==> src/rtl/flag_commit_sched_pkg.sv <==
// Shared types for the flag commit scheduler: entry state, flag word and unit priority.
// Index order of the unit constants is the arbitration order (lowest index wins).
package flag_commit_sched_pkg;

    typedef enum logic [1:0] {
        ENT_FREE = 2'd0,
        ENT_PEND = 2'd1,
        ENT_DONE = 2'd2
    } entState_t;

    typedef logic [4:0] flag_t;

    localparam int NUM_UNITS  = 4;
    localparam int UNIT_SHIFT = 0;
    localparam int UNIT_ADDER = 1;
    localparam int UNIT_MUL   = 2;
    localparam int UNIT_LOGIC = 3;

endpackage

==> src/rtl/flag_commit_entry.sv <==
// One in-flight slot of the flag commit queue: lifecycle state plus stored flags.
// Free outranks allocate outranks complete; the top guarantees no conflicting strobes.
module flag_commit_entry
    import flag_commit_sched_pkg::*;
(
    input  logic      iCLOCK,
    input  logic      inRESET,
    input  logic      iCLEAR,
    input  logic      iALLOC,
    input  logic      iCOMPLETE,
    input  logic      iFREE,
    input  flag_t     iFLAG,
    output entState_t oSTATE,
    output flag_t     oFLAG
);

    always_ff @(posedge iCLOCK or negedge inRESET) begin
        if (!inRESET) begin
            oSTATE <= ENT_FREE;
            oFLAG  <= '0;
        end else if (iCLEAR || iFREE) begin
            oSTATE <= ENT_FREE;
        end else if (iALLOC) begin
            oSTATE <= ENT_PEND;
        end else if (iCOMPLETE) begin
            oSTATE <= ENT_DONE;
            oFLAG  <= iFLAG;
        end
    end

endmodule

==> src/rtl/flag_commit_sched.sv <==
// In-order flag commit scheduler: tags flag-writing instructions at issue, collects
// out-of-order unit completions, commits flags in allocation order. Option: FLAG_COMMIT_BYPASS_EN.
module flag_commit_sched
    import flag_commit_sched_pkg::*;
#(
    parameter int DEPTH = 4,
    parameter int TAG_W = 2
)(
    input  logic             iCLOCK,
    input  logic             inRESET,
    input  logic             iRESET_SYNC,
    input  logic             iFLUSH,
    input  logic             iCTRL_HOLD,
    input  logic             iALLOC_VALID,
    output logic             oALLOC_READY,
    output logic [TAG_W-1:0] oALLOC_TAG,
    input  logic             iSHIFT_VALID,
    input  logic [TAG_W-1:0] iSHIFT_TAG,
    input  logic [4:0]       iSHIFT_FLAG,
    input  logic             iADDER_VALID,
    input  logic [TAG_W-1:0] iADDER_TAG,
    input  logic [4:0]       iADDER_FLAG,
    input  logic             iMUL_VALID,
    input  logic [TAG_W-1:0] iMUL_TAG,
    input  logic [4:0]       iMUL_FLAG,
    input  logic             iLOGIC_VALID,
    input  logic [TAG_W-1:0] iLOGIC_TAG,
    input  logic [4:0]       iLOGIC_FLAG,
    output logic             oFLAG_WRITE,
    output logic [4:0]       oFLAG,
    output logic [TAG_W-1:0] oFLAG_TAG,
    output logic             oBUSY,
    output logic             oPROTO_ERR
);

    logic             clear;
    logic [TAG_W-1:0] headPtr, tailPtr;
    logic [TAG_W:0]   count;
    logic             alloc, commit, commitNormal, commitBypass, protoErrSet;
    flag_t            commitFlag;

    entState_t        entState [DEPTH];
    flag_t            entFlag  [DEPTH];
    flag_t            compFlag [DEPTH];
    logic [DEPTH-1:0] entHit, entAlloc, entComplete, entFree;

    logic [NUM_UNITS-1:0] unitValid;
    logic [TAG_W-1:0]     unitTag  [NUM_UNITS];
    flag_t                unitFlag [NUM_UNITS];

    assign unitValid[UNIT_SHIFT] = iSHIFT_VALID;
    assign unitValid[UNIT_ADDER] = iADDER_VALID;
    assign unitValid[UNIT_MUL]   = iMUL_VALID;
    assign unitValid[UNIT_LOGIC] = iLOGIC_VALID;
    assign unitTag[UNIT_SHIFT]   = iSHIFT_TAG;
    assign unitTag[UNIT_ADDER]   = iADDER_TAG;
    assign unitTag[UNIT_MUL]     = iMUL_TAG;
    assign unitTag[UNIT_LOGIC]   = iLOGIC_TAG;
    assign unitFlag[UNIT_SHIFT]  = iSHIFT_FLAG;
    assign unitFlag[UNIT_ADDER]  = iADDER_FLAG;
    assign unitFlag[UNIT_MUL]    = iMUL_FLAG;
    assign unitFlag[UNIT_LOGIC]  = iLOGIC_FLAG;

    assign clear        = iFLUSH | iRESET_SYNC;
    assign oALLOC_READY = (count != (TAG_W+1)'(DEPTH)) && !clear;
    assign oALLOC_TAG   = tailPtr;
    assign oBUSY        = (count != '0);
    assign alloc        = iALLOC_VALID && oALLOC_READY;

    // Walk units from lowest to highest priority so the highest-priority hit lands last.
    always_comb begin
        entHit      = '0;
        protoErrSet = 1'b0;
        for (int e = 0; e < DEPTH; e++) compFlag[e] = '0;
        for (int e = 0; e < DEPTH; e++) begin
            for (int u = NUM_UNITS - 1; u >= 0; u--) begin
                if (unitValid[u] && unitTag[u] == TAG_W'(e)) begin
                    entHit[e]   = 1'b1;
                    compFlag[e] = unitFlag[u];
                end
            end
        end
        for (int u = 0; u < NUM_UNITS; u++) begin
            if (unitValid[u] && entState[unitTag[u]] != ENT_PEND) protoErrSet = 1'b1;
        end
        if (clear) protoErrSet = 1'b0;
    end

    assign commitNormal = (entState[headPtr] == ENT_DONE) && !iCTRL_HOLD && !clear;
`ifdef FLAG_COMMIT_BYPASS_EN
    assign commitBypass = (entState[headPtr] == ENT_PEND) && entHit[headPtr] && !iCTRL_HOLD && !clear;
`else
    assign commitBypass = 1'b0;
`endif
    assign commit     = commitNormal | commitBypass;
    assign commitFlag = commitNormal ? entFlag[headPtr] : compFlag[headPtr];

    for (genvar e = 0; e < DEPTH; e++) begin : gEnt
        assign entAlloc[e]    = alloc && (tailPtr == TAG_W'(e));
        assign entFree[e]     = commit && (headPtr == TAG_W'(e));
        assign entComplete[e] = entHit[e] && (entState[e] == ENT_PEND) && !clear;

        flag_commit_entry uEntry (
            .iCLOCK    (iCLOCK),
            .inRESET   (inRESET),
            .iCLEAR    (clear),
            .iALLOC    (entAlloc[e]),
            .iCOMPLETE (entComplete[e]),
            .iFREE     (entFree[e]),
            .iFLAG     (compFlag[e]),
            .oSTATE    (entState[e]),
            .oFLAG     (entFlag[e])
        );
    end

    always_ff @(posedge iCLOCK or negedge inRESET) begin
        if (!inRESET) begin
            headPtr     <= '0;
            tailPtr     <= '0;
            count       <= '0;
            oFLAG_WRITE <= 1'b0;
            oFLAG       <= '0;
            oFLAG_TAG   <= '0;
            oPROTO_ERR  <= 1'b0;
        end else if (clear) begin
            headPtr     <= '0;
            tailPtr     <= '0;
            count       <= '0;
            oFLAG_WRITE <= 1'b0;
            if (iRESET_SYNC) begin
                oFLAG      <= '0;
                oPROTO_ERR <= 1'b0;
            end
        end else begin
            if (alloc)  tailPtr <= tailPtr + TAG_W'(1);
            if (commit) headPtr <= headPtr + TAG_W'(1);
            count       <= count + (TAG_W+1)'(alloc) - (TAG_W+1)'(commit);
            oFLAG_WRITE <= commit;
            if (commit) begin
                oFLAG     <= commitFlag;
                oFLAG_TAG <= headPtr;
            end
            if (protoErrSet) oPROTO_ERR <= 1'b1;
        end
    end

endmodule

==> config.mk <==
export PLATFORM = sky130hd
export DESIGN_NAME = flag_commit_sched
export DESIGN_NICKNAME = d
export VERILOG_FILES = /design/src/rtl/flag_commit_sched_pkg.sv /design/src/rtl/flag_commit_entry.sv /design/src/rtl/flag_commit_sched.sv
export SDC_FILE = /design/constraint.sdc
export NUM_CORES = 1
export LEC_CHECK = 0
export ABC_AREA = 1
export BUFFER_PORTS_ARGS = -buffer_cell sky130_fd_sc_hd__buf_2
export CAP_MARGIN = 20
export CELL_PAD_IN_SITES_DETAIL_PLACEMENT = 2
export CELL_PAD_IN_SITES_GLOBAL_PLACEMENT = 2
export CORE_ASPECT_RATIO = 1.2
export CORE_MARGIN = 3
export CORE_UTILIZATION = 34
export DETAILED_ROUTE_END_ITERATION = 7
export MAX_ROUTING_LAYER = met4
export PLACE_DENSITY = 0.83
export SETUP_SLACK_MARGIN = 0.05
export SYNTH_ARGS = -nofsm -noshare
export SYNTH_HDL_FRONTEND = slang
export SYNTH_SLANG_ARGS = --single-unit
==> constraint.sdc <==
create_clock -name iCLOCK -period 4.2 [get_ports iCLOCK]
set_clock_uncertainty 0.1 [all_clocks]
set_input_delay 0.21 -clock iCLOCK [delete_from_list [all_inputs] [get_ports iCLOCK]]
set_output_delay 0.21 -clock iCLOCK [all_outputs]
set_load 0.1 [all_outputs]
* Yosys cells after proc, flatten, opt, wreduce, memory -nomap -nowiden
Index checks and enable logic that the tools add are counted.
** Word-level totals
- Bits in registers :: 44
- Output and inout bits :: 13
** Cells by class
- Add/sub/neg operators :: 4
- $lt $le $gt $ge :: 5
- Equal/unequal tests :: 29
- Muxes and demuxes :: 79
- Bitwise operators :: 15
- Reduce and logical (&&, ||, !) cells :: 67
** Operator list (number)
- 5-bit 2-to-1 mux :: 21
- 2-bit 2-to-1 mux :: 26
- 1-bit logical AND :: 40
- 2-bit equality test (second input constant) :: 13
- 1-bit 2-to-1 mux :: 25
- 2-bit binary-select mux with 2-bit select :: 5
- 2-bit by 1-bit equality test with 1-bit output (second input constant) :: 10
- 3-bit >= comparator (second input constant) :: 5
- 2-bit NOT with 3-bit output :: 5
- 3-bit nonzero test :: 5
- 2-bit logical NOT :: 6
- 3-bit AND reduction :: 4
- 5-bit binary-select mux with 2-bit select :: 1
- 1-bit NOT :: 9
- 2-bit by 1-bit inequality test with 1-bit output (second input constant) :: 4
- 2-bit AND reduction :: 3
- 2-bit nonzero test :: 3
- 2-bit by 1-bit adder with 2-bit output (second input constant) :: 2
- 1-bit logical OR :: 4
- 3-bit by 1-bit adder with 3-bit output :: 1
- 3-bit 2-to-1 mux :: 1
- 3-bit inequality test (second input constant) :: 1
- 3-bit by 1-bit subtractor with 3-bit output :: 1
- 1-bit logical NOT :: 2
- 2 further kinds :: 2

* Longest topological paths before layout
Gate-level depths: netlist of run 1.
- Depth after elaboration :: 13
- Gate-level depth with buffers :: 13
- Depth with buffers taken out :: 13

* Cells and area by module
From an unflattened synthesis of run 1, not the netlist that was laid out.
** Second synthesis, totals
- Cells, all modules :: 498
- Area, all modules :: 3460.8 µm²
** Modules (own cells, without submodules)
- flag_commit_sched :: times used 1, cells an instance 378, area each 2254.7 µm², seq. area each 400.4 µm²
- flag_commit_entry :: times used 4, cells an instance 30, area each 301.5 µm², seq. area each 175.2 µm²

* Least setup slack after synthesis of run 1
No wires, ideal clock.
- Path type :: input to output
- Start :: input port iRESET_SYNC
- End :: output port oALLOC_READY
- Data arrival time :: 2.062 ns
- Required time :: 3.890 ns
- Path slack :: 1.828 ns
- Stages on the path :: 3
- Cells stage by stage :: nor2_1 > inv_1 > a31oi_1
** On the way
- Cells in the longest elaborated chain, start to end :: 3
** RTL lines
- start: declaration :: RTL line flag_commit_sched.sv:11 : input logic iRESET_SYNC,
- 1-bit bitwise OR :: RTL line flag_commit_sched.sv:64 : assign clear = iFLUSH | iRESET_SYNC;
- 1-bit logical NOT :: RTL line flag_commit_sched.sv:65 : assign oALLOC_READY = (count != (TAG_W+1)'(DEPTH)) && !clear;
- 1-bit logical AND :: RTL line flag_commit_sched.sv:65
- end: declaration :: RTL line flag_commit_sched.sv:15 : output logic oALLOC_READY,
Every way passes these cells.

* Worst setup path in the final report of run 1
- Start :: register headPtr[0]
- End :: register count[2]
** On the way
- Cells in the longest elaborated chain, start to end :: 9
** RTL lines
- start: declaration :: RTL line flag_commit_sched.sv:37 : logic [TAG_W-1:0] headPtr, tailPtr;
- start signal: assignment :: RTL line flag_commit_sched.sv:136 : if (commit) headPtr <= headPtr + TAG_W'(1);
- 2-bit NOT with 3-bit output
- 2-bit binary-select mux with 2-bit select :: RTL line flag_commit_sched.sv:89 : assign commitNormal = (entState[headPtr] == ENT_DONE) && !iCTRL_HOLD && !clear;
- 2-bit 2-to-1 mux (not written as such) (2 in series) :: RTL line flag_commit_sched.sv:89
- 2-bit equality test :: RTL line flag_commit_sched.sv:89
- 1-bit logical AND (2 in series) :: RTL line flag_commit_sched.sv:89
- 3-bit by 1-bit subtractor with 3-bit output :: RTL line flag_commit_sched.sv:137 : count <= count + (TAG_W+1)'(alloc) - (TAG_W+1)'(commit);
- 3-bit 2-to-1 mux :: RTL line flag_commit_sched.sv:125 : end else if (clear) begin
- end signal: assignment :: RTL line flag_commit_sched.sv:137
- end: declaration :: RTL line flag_commit_sched.sv:38 : logic [TAG_W:0] count;
Every way passes these cells. The select of a mux whose other input is x is not followed.
A chain may end at the register's enable or synchronous reset.

==> impl_metrics.json, run 1 <==
{
  "cp_max_fo": 16,
  "syn_avg_cell_area_um2": 6.68,
  "grt_first_pass_wirelength_mm": 21.4,
  "postSynthCellCount": 525,
  "cts_buffers": 5,
  "chipHeight_um": 117,
  "cp-start-kind": "flop",
  "synth_nets": 574,
  "final.setup.tns_ns": 0,
  "dpl.hpwl_mm": 10.3,
  "relSlewSlack_pct": 67.4,
  "antenna_left": 0,
  "fmax_ghz": 0.325,
  "p_total_mw": 1.09,
  "routedWlPerCell_um": 18.4,
  "ios": 51,
  "cts-root-buf": "clkbuf_16",
  "p_int_uw": 776,
  "start_util_pct": 35.7,
  "drtIter0Drc": 133,
  "hold_violations": 0,
  "timing.critical_path.mode_cell": "inv_1",
  "vias": 3656,
  "post-route-period-util_pct": 73.2,
  "drive_gt1_share_pct": 19.2,
  "yosysSeqAreaShare_pct": 31.4,
  "overflow": 0,
  "fillerInstances": 1228,
  "timing_max_transition_violations_final": 0,
  "drtPass1Iterations": 4,
  "htree_levels": 2,
  "clock_sinks": 44,
  "fin_cells": 696,
  "worst_pin_slew_ns": 0.492,
  "fin_crit_ns": 3.07,
  "fin_nets": 621,
  "cp.required_ns": 4.27,
  "synth-main-ff-cell": "dfrtp_1",
  "row_count": 39,
  "swShare_pct": 28.6,
  "setup_viol": 0,
  "p_clk_share_pct": 43.3,
  "crit_path_cell_trace": "inv_1, nor2_1, nand2_1, nand3_2, nand3_2, nor2_4, ha_1, inv_1, ha_1, inv_1, fa_1, o21ai_0, a21oi_1",
  "cts_setup_buffers": 0,
  "utilization_pct": 41.2,
  "io_buffers": 50,
  "clk_latency_ns": 0.30,
  "multiInputGateArea_um2": 2100,
  "synth.ff_latch_count": 44,
  "placedCellCount": 686,
  "powerDensity_nw_per_um2": 269,
  "irDropWorstVdd_v": 0.000169,
  "antenna_found_initial": 0,
  "grt_pass1_vias": 3981,
  "synth_cell_types": 35,
  "sequentialPowerShare_pct": 39.6,
  "synth_edf_count": 0,
  "ff_latch_area_um2": 1100,
  "grt_usage_pct": 24.0,
  "cp_slowest_cell": "dfrtp_1",
  "arrival_ns": 3.15,
  "cts_tree": "yes",
  "viasPerCell": 5.25,
  "netlist_area_um2": 3510,
  "clockBufferDepth": 2,
  "hold_class": "in -> async",
  "core_area_um2": 9810,
  "slowest_delay_ns": 0.63,
  "drcViolationCount": 0,
  "globalplace.congestion": 0.821,
  "power_leakage_nw": 2.08,
  "die-area_um2": 11600,
  "worst_setup_hold_path_clk_slew_ns": 0.07,
  "status": "completed",
  "end_kind": "flop",
  "drv_cap": 0,
  "area_delta_synth_final_pct": 15.3,
  "antenna_cells": 0,
  "combPwrFrac_pct": 17.0,
  "finalWirelength_mm": 12.8,
  "dieWidth_um": 98.7,
  "synth_warnings": 0,
  "rsz0062_at_grt": "false",
  "p_sw_uw": 311,
  "async_reset_ff_share_pct": 100,
  "worstSetupPathType": "reg -> reg",
  "grt_max_degree": 45
}
final timing paths:
| kind | start | endpoint | slack (ns) | cells after the start |
|---|---|---|---|---|
| max | headPtr[0] | count[2] | 1.13 | 13 |
| min | inRESET | oALLOC_TAG[1] | 0.15 | 2 |
| max reg2reg | headPtr[0] | count[2] | 1.13 | 13 |
| min reg2reg | gEnt[2].uEntry.oFLAG[4] | gEnt[2].uEntry.oFLAG[4] | 0.39 | 2 |
| max in group asynchronous | inRESET | gEnt[3].uEntry.oFLAG[3] | 3.41 | 3 |
| min in group iCLOCK | iRESET_SYNC | oPROTO_ERR | 0.17 | 4 |
metal layers:
layer  up-vias  track usage [%]  share of wire, %  routed length [um]
li1       1802                -                 -                   -
met1      1786             27.4                43                5450
met2        52             45.7                54                6900
met3        16             1.90               1.9                 245
met4         0             5.83               1.7                 214
met5         -                -                 0                   0
cell families after synthesis:
kind of cell,after synthesis,synth area share [%]
xor gates and xnor gates,1,0.250
adders and majority gates,11,4.14
DFF,44,31.4
AOI/OAI and AO/OA,78,12.0
and+or+nand+nor,320,43.5
buffers and inverters,71,8.78
sequential cells by signal, summed over array words and instances, names as in the netlist:
register,count
oFLAG,5
count,3
headPtr,2
oFLAG_TAG,2
oALLOC_TAG,2
oFLAG_WRITE,1
gEnt.uEntry.oSTATE,8
oPROTO_ERR,1
gEnt.uEntry.oFLAG,20
cells in the mapped netlist (2+ instances only):
cell      instances  share of area (%)
a21oi_1          16                2.3
a31oi_1           4               0.71
buf_2             6               0.86
buf_6             2               0.64
clkbuf_1          3               0.32
dfrtp_1          44                 31
ha_1             10                3.6
inv_1            42                4.5
inv_2            13                1.4
inv_4             2               0.36
nand2_1         177                 19
nand2_2           3               0.54
nand3_1          72                 10
nand3_2           7                2.0
nand3_4           2                1.0
nand4_1           5               0.89
nand4_2           4                1.4
nor2_1           33                3.5
nor2_2            4               0.71
nor2_4           10                3.2
o21a_2            2               0.50
o21ai_0          39                5.6
o21ai_1           9                1.3
o22ai_1           5               0.89
layout make-up:
type	instances	share of cell area (%)
clock inverter	2	0.959
multi-input combinational	410	51.9
tap	123	3.81
inverter	57	5.41
clock buffer	6	3.43
sequential	44	27.2
timing repair buffer	54	7.30
cells in the final DEF (no fill, tap or decap), types with 4 or more instances in the layout:
cell type	n
a31oi_1	4
nand4_1	5
nand2_1	177
o22ai_1	5
dfrtp_1	44
a21oi_1	16
ha_1	10
buf_2	50
o21ai_1	9
inv_2	13
nor2_2	4
o21ai_0	39
inv_1	42
nand3_1	72
nor2_4	10
nand4_2	4
nand3_2	7
clkbuf_16	5
nor2_1	33
power groups by stage:
stage                     Sequential [mW]  Clock, mW  Combinational [mW]
after floorplan                     0.454          0              0.0968
after global placement              0.438          0               0.177
after detailed placement            0.439          0               0.183
after CTS                           0.431      0.480               0.184
after global routing                0.432      0.496               0.207
final                               0.431      0.471               0.185
metrics by stage:
stage | instance area, um^2 | setup slack (ns) | hold WS (ns)
3_5_place_dp | 3840 | 1.12 | 0.348
5_1_grt | 4040 | 0.807 | 0.162
6_report | 4040 | 1.13 | 0.153
4_1_cts | 4010 | 1.09 | 0.0335
2_1_floorplan | 3510 | 1.83 | -0.186
3_3_place_gp | 3840 | 1.37 | 0.329
timing repair:
| item | in CTS | in global routing |
|---|---|---|
| hold buffers | 0 | 1 |
| endpoints found under the setup margin | 0 | 0 |
| endpoints found under the hold margin | 0 | 44 |
| gates resized for setup | 0 | 0 |
worst max-delay path: cells and delay by family, from the launching register on:
kind                       cells  cell delay, ns
adders and majority gates      3            0.77
and+or+nand+nor                5            0.72
buffers and inverters          3            0.46
AOI/OAI and AO/OA              2            0.25
DFF                            1            0.63
No activity file was read; power rests on OpenSTA's default activity.
==> inputs of run 2 (changes only) <==
--- a/config.mk
+++ b/config.mk
@@ -5,17 +5,17 @@
 export SDC_FILE = /design/constraint.sdc
 export NUM_CORES = 1
 export LEC_CHECK = 0
-export ABC_AREA = 1
+export ABC_AREA = 0
 export BUFFER_PORTS_ARGS = -buffer_cell sky130_fd_sc_hd__buf_2
 export CAP_MARGIN = 20
 export CELL_PAD_IN_SITES_DETAIL_PLACEMENT = 2
 export CELL_PAD_IN_SITES_GLOBAL_PLACEMENT = 2
 export CORE_ASPECT_RATIO = 1.2
 export CORE_MARGIN = 3
-export CORE_UTILIZATION = 34
+export CORE_UTILIZATION = 36
 export DETAILED_ROUTE_END_ITERATION = 7
 export MAX_ROUTING_LAYER = met4
-export PLACE_DENSITY = 0.83
+export PLACE_DENSITY = 0.78
 export SETUP_SLACK_MARGIN = 0.05
 export SYNTH_ARGS = -nofsm -noshare
 export SYNTH_HDL_FRONTEND = slang
==> constraint.sdc (replaced) <==
create_clock -name iCLOCK -period 3.17 [get_ports iCLOCK]
set_clock_uncertainty 0.1 [all_clocks]
set_input_delay 0.1585 -clock iCLOCK [delete_from_list [all_inputs] [get_ports iCLOCK]]
set_output_delay 0.1585 -clock iCLOCK [all_outputs]
set_load 0.1 [all_outputs]
==> run 2 against run 1 <==
- global-route usage fell by 2.2 points
- critical path depth is 2 lower
- die area fell by 15%
- sequential power rose by 34%
- sequential share of layout area is 3.7 points higher
- critical path type unchanged
- critical endpoint unchanged
==> impl_metrics.json, run 2 <==
{
  "synth-main-ff-cell": "dfrtp_1",
  "synth_top_area_share_pct": 35.4,
  "final_cell_mix": "buf_2, dfrtp_1, nor2_1, nand2_1, a221oi_1",
  "worst_pin_slew_ns": 0.823,
  "dpl.hpwl_mm": 7.74,
  "clockBufferDepth": 2,
  "arrival_ns": 3.02,
  "drtPass1Iterations": 4,
  "reg_top3": "gEnt.uEntry.oFLAG x20, gEnt.uEntry.oSTATE x8, oFLAG x5",
  "fin_nets": 408,
  "routedWlPerCell_um": 20.9,
  "htree_levels": 2,
  "synth_warnings": 0,
  "post-route-period-util_pct": 92.9,
  "netlist_area_um2": 3110,
  "startpoint": "headPtr[1]",
  "worstHoldPathCells": 2,
  "syn_avg_cell_area_um2": 9.97,
  "synth_cell_types": 47,
  "relSlewSlack_pct": 45.0,
  "drv_cap": 0,
  "finalWirelength_mm": 9.87,
  "largest_reg_flops": 20,
  "top_register": "gEnt.uEntry.oFLAG",
  "core_area_um2": 8240,
  "cp_top_family": "adder cells",
  "timing_max_transition_violations_final": 0,
  "final_common_cell": "buf_2",
  "synth_area_leaders": "dfrtp_1, mux2_2, a221oi_1, mux4_2, nor2_1",
  "io_buffers": 50,
  "crit_path_cell_trace": "or2_2, o22ai_2, and2_1, ha_1, inv_1, ha_1, inv_1, fa_1, xor2_1, xnor2_1, nor2_1",
  "clock_sinks": 44,
  "final.setup.tns_ns": 0,
  "cp-start-kind": "flop",
  "globalplace.congestion": 0.890,
  "r2r-end": "count[2]",
  "async_reset_ff_share_pct": 100,
  "antenna_left": 0,
  "cp_max_fo": 13,
  "grt_usage_pct": 21.8,
  "cp_slowest_cell": "dfrtp_1",
  "synth_edf_count": 0,
  "worst_setup_hold_path_clk_slew_ns": 0.08,
  "hp-start": "iRESET_SYNC",
  "synth.most_common_cell": "dfrtp_1",
  "end_kind": "flop",
  "r2r_start": "headPtr[1]",
  "antenna_found_initial": 0,
  "ios": 51,
  "clk_latency_ns": 0.29,
  "viasPerCell": 5.75,
  "grt_first_pass_wirelength_mm": 16.3,
  "area_delta_synth_final_pct": 14.5,
  "row_count": 36,
  "cts_buffers": 5,
  "cts_tree": "yes",
  "grt_max_degree": 45,
  "path_depth": 11,
  "rrSetupSlack_ns": 0.22,
  "powerDensity_nw_per_um2": 318,
  "status": "completed",
  "start_util_pct": 37.7,
  "dieWidth_um": 90.9,
  "fmax_ghz": 0.340,
  "drcViolationCount": 0,
  "min_to": "oPROTO_ERR",
  "synth_common_cells": "dfrtp_1, nor2_1, nand2_1",
  "vias": 2720,
  "synth_nets": 361,
  "synth_top_cell_by_area": "dfrtp_1",
  "irDropWorstVdd_v": 0.000167,
  "worstSetupPathType": "reg -> reg",
  "rsz0062_at_grt": "false",
  "power_leakage_nw": 1.54,
  "fillerInstances": 935,
  "reg2reg_depth": 11,
  "cp.required_ns": 3.24,
  "die-area_um2": 9800,
  "antenna_cells": 0,
  "synth.ff_latch_count": 44,
  "drtIter0Drc": 85,
  "path_buf_inv": 2,
  "cts_setup_buffers": 0,
  "utilization_pct": 43.2,
  "chipHeight_um": 108,
  "yosysSeqAreaShare_pct": 35.4,
  "setup_viol": 0,
  "postSynthCellCount": 312,
  "grt_pass1_vias": 2958,
  "overflow": 0,
  "slowest_delay_ns": 0.56,
  "fin_crit_ns": 2.95,
  "hold_violations": 0,
  "hold_class": "in -> reg",
  "cts-root-buf": "clkbuf_8",
  "drive_gt1_share_pct": 29.2
}
## run 2: cell types whose count changed in the layout (fill, tap and decap cells not counted), moves of 8 or more
cell / change
nor2_4: -10
o31ai_1: +16
a21oi_1: -12
o21ai_1: -9
nand2b_1: +11
nand3_1: -65
mux2_2: +21
o21ai_0: -21
inv_1: -29
a221oi_1: +22
mux4_2: +8
nand2_1: -153
inv_2: -13
## run 2: cells by family after synthesis
group                      synth area share, %
and+or+nand+nor                           18.6
AOI/OAI and AO/OA                         21.6
DFF                                       35.4
muxes                                     14.6
buffers and inverters                     3.98
adders and majority gates                 4.67
xor gates and xnor gates                  1.13
## run 2: layer usage
| metal | GRT usage [%] | up-vias | routed length [um] |
|---|---|---|---|
| met5 | - | - | 0 |
| met4 | 4.96 | 0 | 106 |
| met3 | 2.87 | 13 | 302 |
| met2 | 40.1 | 67 | 5260 |
| met1 | 25.5 | 1383 | 4200 |
| li1 | - | 1257 | - |
## run 2: timing repair
| item | in CTS | in global routing |
|---|---|---|
| setup endpoints to repair | 0 | 0 |
| endpoints found under the hold margin | 44 | 0 |
| resized for setup | 0 | 0 |
| hold buffers | 1 | 0 |
## run 2: layout make-up
type / count / area [um^2] / share of cell area (%)
Multi-Input combinational cell: 240 / 1890 / 52.9
Sequential cell: 44 / 1100 / 30.9
Timing Repair Buffer: 55 / 303 / 8.50
Tap cell: 114 / 143 / 4.00
Clock buffer: 5 / 68.8 / 1.93
Inverter: 13 / 48.8 / 1.37
Clock inverter: 2 / 12.5 / 0.351
## run 2: worst max path at each step
stage	to	slack, ns
6_report	count[2]	0.22
4_1_cts	count[2]	0.22
2_1_floorplan	count[2]	0.21
3_5_place_dp	count[2]	0.26
5_1_grt	count[2]	0.05
3_3_place_gp	count[2]	0.42
## run 2: report_power, final
part           total (mW)  switching (mW)  internal (mW)
logic               0.219           0.142         0.0770
clock network       0.338           0.189          0.149
registers           0.577         0.00660          0.571
## run 2: through the flow
step                      power, mW  worst slack, ns  instances  hold WS (ns)  instance area, um^2
after floorplan               0.710            0.206        312        -0.237                 3110
after global placement        0.795            0.419        464         0.262                 3450
after detailed placement      0.803            0.261        464         0.276                 3450
after CTS                      1.14            0.220        472         0.107                 3540
after global routing           1.19           0.0546        473         0.130                 3560
final                          1.13            0.225        473         0.113                 3560
